<file path="config.mk">
export PLATFORM = sky130hd
export DESIGN_NAME = irq_pend_ctrl
export DESIGN_NICKNAME = d
export VERILOG_FILES = /design/src/rtl/irq_pend_ctrl.sv
export SDC_FILE = /design/constraint.sdc
export NUM_CORES = 1
export LEC_CHECK = 0
export ABC_CLOCK_PERIOD_IN_PS = 1200
export BUFFER_PORTS_ARGS = -buffer_cell sky130_fd_sc_hd__buf_2
export CAP_MARGIN = 20
export CORE_ASPECT_RATIO = 0.75
export CORE_MARGIN = 1.5
export CORE_UTILIZATION = 45
export DETAILED_ROUTE_END_ITERATION = 10
export GPL_TIMING_DRIVEN = 1
export HOLD_SLACK_MARGIN = 0.06
export PLACE_DENSITY_LB_ADDON = 0.12
export RECOVER_POWER = 25
export REMOVE_ABC_BUFFERS = 1
export SLEW_MARGIN = 40
export SYNTH_ARGS = -nofsm -noshare
export SYNTH_HDL_FRONTEND = slang
export SYNTH_SLANG_ARGS = --single-unit
</file>
<file path="constraint.sdc">
create_clock -name clk -period 1.2 [get_ports clk]
set_input_delay 0.36 -clock clk [delete_from_list [all_inputs] [get_ports clk]]
set_output_delay 0.36 -clock clk [all_outputs]
set_load 0.01 [all_outputs]
</file>
<file path="src/rtl/irq_pend_ctrl.sv">
// irq_pend_ctrl: request collection and dispatch stage in front of an
// external 8-to-3 priority encoder.
//
// Raw request lines are edge-detected into sticky pending bits.
// The masked pending vector (pend_o) drives the encoder. The encoder's
// Y/V outputs return here, and a two-state FSM latches the winner. It then
// runs an irq/ack handshake with the consumer.
//
// Optional build macro: IRQ_STAT_EN adds a 16-bit dispatch counter on
// output port disp_cnt.

module irq_pend_ctrl #(
  parameter int unsigned NREQ = 8,
  parameter int unsigned IDW  = 3
) (
  input  logic            clk,
  input  logic            rst,
  input  logic [NREQ-1:0] req_i,
  input  logic            mask_we,
  input  logic [NREQ-1:0] mask_d,
  output logic [NREQ-1:0] mask_q,
  output logic [NREQ-1:0] pend_o,
  input  logic [IDW-1:0]  enc_y,
  input  logic            enc_v,
  output logic            irq_o,
  output logic [IDW-1:0]  irq_id,
  input  logic            ack_i
`ifdef IRQ_STAT_EN
  ,
  output logic [15:0]     disp_cnt
`endif
);

  localparam int unsigned CNTW = 16;

  typedef enum logic [0:0] {
    S_IDLE = 1'b0,
    S_DISP = 1'b1
  } state_t;

  state_t          state_q, state_d;
  logic [NREQ-1:0] pend_q,  pend_d;
  logic [NREQ-1:0] msk_q,   msk_d;
  logic [NREQ-1:0] prev_q,  prev_d;
  logic            irq_q,   irq_d;
  logic [IDW-1:0]  id_q,    id_d;

  logic [NREQ-1:0] rise;
  logic [NREQ-1:0] clr;
  logic            ack_acc;

  // Rising-edge detect, pending set/clear (a set beats a same-cycle clear), mask write
  always_comb begin
    rise    = '0;
    clr     = '0;
    ack_acc = 1'b0;
    pend_d  = pend_q;
    prev_d  = prev_q;
    msk_d   = msk_q;

    rise    = req_i & ~prev_q;
    ack_acc = (state_q == S_DISP) && ack_i;
    if (ack_acc) begin
      clr = NREQ'(1) << id_q;
    end
    pend_d = (pend_q & ~clr) | rise;
    prev_d = req_i;
    if (mask_we) begin
      msk_d = mask_d;
    end
  end

  // Dispatch FSM: latch the encoder winner in IDLE, hold it in DISP until ack
  always_comb begin
    state_d = state_q;
    id_d    = id_q;
    irq_d   = 1'b0;

    case (state_q)
      S_IDLE: begin
        if (enc_v) begin
          id_d    = enc_y;
          state_d = S_DISP;
        end
      end
      S_DISP: begin
        if (ack_i) begin
          state_d = S_IDLE;
        end
      end
      default: begin
        state_d = S_IDLE;
      end
    endcase

    irq_d = (state_d == S_DISP);
  end

  // State registers; req history resets high so lines held through reset stay quiet
  always_ff @(posedge clk) begin
    if (rst) begin
      state_q <= S_IDLE;
      pend_q  <= '0;
      msk_q   <= '0;
      prev_q  <= '1;
      irq_q   <= 1'b0;
      id_q    <= '0;
    end else begin
      state_q <= state_d;
      pend_q  <= pend_d;
      msk_q   <= msk_d;
      prev_q  <= prev_d;
      irq_q   <= irq_d;
      id_q    <= id_d;
    end
  end

`ifdef IRQ_STAT_EN
  logic [CNTW-1:0] cnt_q, cnt_d;

  // Count accepted acks; wraps naturally at 2**CNTW
  always_comb begin
    cnt_d = cnt_q;
    if (ack_acc) begin
      cnt_d = cnt_q + CNTW'(1);
    end
  end

  // Dispatch counter register
  always_ff @(posedge clk) begin
    if (rst) begin
      cnt_q <= '0;
    end else begin
      cnt_q <= cnt_d;
    end
  end

  assign disp_cnt = cnt_q;
`endif

  assign mask_q = msk_q;
  assign pend_o = pend_q & ~msk_q;
  assign irq_o  = irq_q;
  assign irq_id = id_q;

endmodule

</file>
* Yosys cells after proc, flatten, opt, wreduce, memory -nomap -nowiden
Cells that the tools add are included.
Operators by class: shifts and indexed selects 1, multiplexer cells 4, bitwise operators 8, reduce and logical (&&, ||, !) cells 2
Operators with widths (number):
- $and A8 B8 Y8 | 3
- $not A8 Y8 | 3
- $mux W8 | 1
- $or A8 B8 Y8 | 1
- $shl A1 B3 Y8 const A | 1
- $mux W1 | 2
- $pmux W1 S2 | 1
- $reduce_and A2 Y1 | 1
- $logic_and A1 B1 Y1 | 1
- $not A1 Y1 | 1
Word-level totals: register bits after elaboration 28, bits of input ports 24, output and inout port bits 20, logic and storage cells 20

* Logic depth before layout (Yosys ltp)
depth after elaboration 5, depth in mapped cells 3, depth with buffers taken out 3

* Worst setup path before layout
Ideal clock, no wire load.
kind register to register, from reg, netlist name irq_o, to reg pend_q[4], library setup time 0.121 ns, data arrival time 0.864 ns, path slack 0.214 ns, stages on the path, launching flop included 4, cell sequence dfxtp_1 -> nand3_2 -> o31ai_2 -> a21oi_1
RTL lines:
- end signal: assignment | RTL line 110 | pend_q <= pend_d;
- end: declaration | RTL line 42 | logic [NREQ-1:0] pend_q, pend_d;

* Worst setup path in the final report
from reg pend_q[4], to out pend_o[4]
On the way: cells in the longest elaborated chain, start to end 1
RTL lines:
- $and A8 B8 Y8 | RTL line 142 | assign pend_o = pend_q & ~msk_q;
- end: declaration | RTL line 22 | output logic [NREQ-1:0] pend_o,
No other way between the ends.

==> summary.md <==
| Metric | Value |
|---|---|
| Status | `finished with violations` |
| Failing checks | `negative setup slack` |
| Slew @ Worst Pin | `0.470 ns` |
| CP peak stage delay | `around 0.35 ns` |
| Maximum vdd drop | `932 uV` |
| Total gr overflow | `0` |
| Area contributors post-synth | `dfxtp_1, mux2i_1, nand2b_1` |
| Initial antenna violation count | `0` |
| Clock Latency Late Sink | `0.33 ns` |
| Critical-path top delay cell | `dfxtp_2` |
| CP Max Fanout | `2` |
| Average size of a mapped cell | `10.1 um2` |
| Worst path required time | `0.84 ns` |
| Power density cells | `about 1200 mW/mm2` |
| Max_cap viols | `0` |
| H-tree depth | `1` |
| Setup ws final | `-0.104 ns` |
| Number of fill cells in the layout | `between 150 and 200` |
| Post-synth top cells | `dfxtp_1, nor2_1, mux2i_1` |
| Buf/Inv on CP | `1` |
| # diodes | `0` |
| Max_slew headroom | `just under 70%` |
| Sequential Area | `approximately 600 um2` |
| WL final | `around 2200 um` |
| Core ar. | `0.00208 mm2` |
| Cell accounting for the most synthesized area | `dfxtp_1` |
| CTS Sinks | `28` |
| Post-layout util | `between 70 and 80%` |
| RSZ-0062 raised after global routing | `yes` |
| Final period util | `109%` |
| DIE HEIGHT | `44.6 um` |
| GRT Resource Usage Total | `between 10% and 20%` |
| Mapped Cells | `a little over 100` |
| Final Total Pwr | `0.00176 W` |
| TritonCTS clock tree | `built` |
| Clk root buf | `clkbuf_4` |
| First-pass GRT wire length | `3260 um` |
| Starting Density | `between 40% and 50%` |
| Share of cells above drive strength 1 | `a little under three fifths` |
| Layout area overhead | `44.9%` |
| Count leader, synth | `dfxtp_1` |
| Pins Over Slew Limit | `0` |
| Initial DRC Count | `13` |
| Number of CTS-inserted buffers | `3` |
| Mapped cell area | `roughly 0.0010 mm2` |
| Final setup viols | `11` |
| Mean number of vias per cell | `roughly 4.8` |
| Sequential element share of the synthesized area | `~54%` |
| Post-synth top area share | `53.9%` |
| PortBufs | `43` |
| # hold bufs at CTS | `0` |
| Synth Warn # | `0` |
| Final Critical Period | `around 1.3 ns` |
| Worst hold path class | `primary input to flop` |
| First-pass DRT Iterations | `4` |
| DR vias | `approximately 860` |
| Crit Path Category | `flop to output port` |
| Flop2flop setup slack | `approximately 0.09 ns` |
| DR WL/cell | `12.2 um` |
| I/O Pins | `between 40 and 50` |
| Largest net degree at the start of global routing | `29` |
| Pleak | `0.717 nW` |
| Vias in the first global route | `about 730` |
| Die area | `approximately 0.0026 mm2` |
| CP Cell Sequence | `nor2b_2 -> buf_2` |
| Max clock buf depth | `2` |
| DR DRC count | `0` |
| Post-layout nets | `between 150 and 200` |
| Worst-path clk slew | `approximately 0.14 ns` |
| Yosys cell types | `17` |
| EDFF count, synth | `0` |
| Fmax | `~770 MHz` |
| Crit-path leading delay family | `flip-flops` |
| Register bit total from synthesis | `28` |
| Antenna-violating nets left | `0` |
| Synth Flop Type | `dfxtp_1` |
| Async set-reset flop share out of synthesis | `0%` |
| Crit end category | `output port` |
| CP startpoint kind | `flop` |
| Routability Congestion | `about 0.68` |
| Clock Skew | `between 0.007 and 0.008 ns` |
| # rows | `14` |
| Multi-input logic area | `475 um2` |
| Critical path arrival | `around 0.94 ns` |
| Hold Vio Cnt, Final | `0` |
| Width of the chip | `58.5 um` |
cells in the final DEF (no fill, tap or decap), types with 2 or more instances in the layout:
| master | Yosys | layout |
|---|---|---|
| buf_2 | 3 | 29 |
| nor2_1 | 12 | 12 |
| or2_2 | 8 | 8 |
| buf_6 | 0 | 13 |
| dfxtp_4 | 0 | 4 |
| dfxtp_1 | 28 | 13 |
| o21ai_0 | 3 | 3 |
| buf_4 | 0 | 10 |
| nor2b_4 | 1 | 2 |
| nor2b_1 | 8 | 6 |
| nand2b_1 | 10 | 10 |
| dfxtp_2 | 0 | 11 |
| mux2i_1 | 11 | 11 |
| clkbuf_4 | 0 | 3 |
| a21oi_1 | 9 | 9 |
| o31ai_2 | 2 | 2 |
| o21ai_1 | 3 | 3 |
final timing paths:
check	from	end	cells past startpoint
setup / recovery	pend_q[4]	pend_o[4]	2
hold / removal	req_i[5]	prev_q[5]	2
setup reg to reg	irq_id[2]	pend_q[0]	4
hold reg to reg	pend_q[3]	pend_q[3]	2
repair_timing:
action | CTS | global route
pin swaps | 0 | 1
setup buffers | 5 | 5
endpoints found under the setup margin | 19 | 21
gates resized for setup | 22 | 17
per-stage QoR:
step,setup slack (ns),TNS [ns],instance area [um2],hold WS (ns),std cells
6_report,-0.104,-0.726,1510,0.218,180
5_1_grt,-0.159,-1.42,1510,0.202,180
4_1_cts,-0.104,-0.728,1380,0.213,175
2_1_floorplan,0.214,0,1020,0.429,99
3_5_place_dp,0.141,0,1270,0.466,166
3_3_place_gp,0.144,0,1270,0.459,166
sequential cells by signal, summed over array words and instances (netlist names):
register	count
prev_q	8
irq_o	1
irq_id	3
mask_q	8
pend_q	8
layout make-up:
cell class	count	share of cell area (%)
tap	24	1.99
inverter	1	0.249
timing repair buffer	53	24.7
multi-input combinational	70	31.6
sequential	28	39.1
clock buffer	4	2.41
worst register-to-register path: cells and delay by family, from the launching register on:
family | cells | cell delay, ns
simple gates | 1 | 0.17
compound gates | 2 | 0.34
flops | 1 | 0.35
buf+inv | 1 | 0.14
cell families (layout without fill, tap and decap cells):
logic type	after synthesis	count (layout)	share of synthesized area, %
compound gates	17	17	9.63
buf+inv	5	58	2.16
flops	28	28	53.9
mux	11	11	10.6
simple gates	42	42	23.7
power by group:
part / switching (W) / internal [W] / leakage [nW] / total [W]
Clock: 0.000264 / 0.000186 / 0.0210 / 0.000450
Sequential: 0.0000338 / 0.000985 / 0.238 / 0.00102
Combinational: 0.000123 / 0.000168 / 0.458 / 0.000291
Total: 0.000421 / 0.00134 / 0.717 / 0.00176
per-layer routing:
| metal | vias up | track usage (%) | wire (um) |
|---|---|---|---|
| li1 | 446 | - | - |
| met1 | 389 | 20.0 | 983 |
| met2 | 25 | 30.1 | 1090 |
| met3 | 2 | 6.14 | 106 |
| met4 | 0 | 4.19 | 8 |
| met5 | - | 0 | 0 |
(Power assumes the default switching activity.)
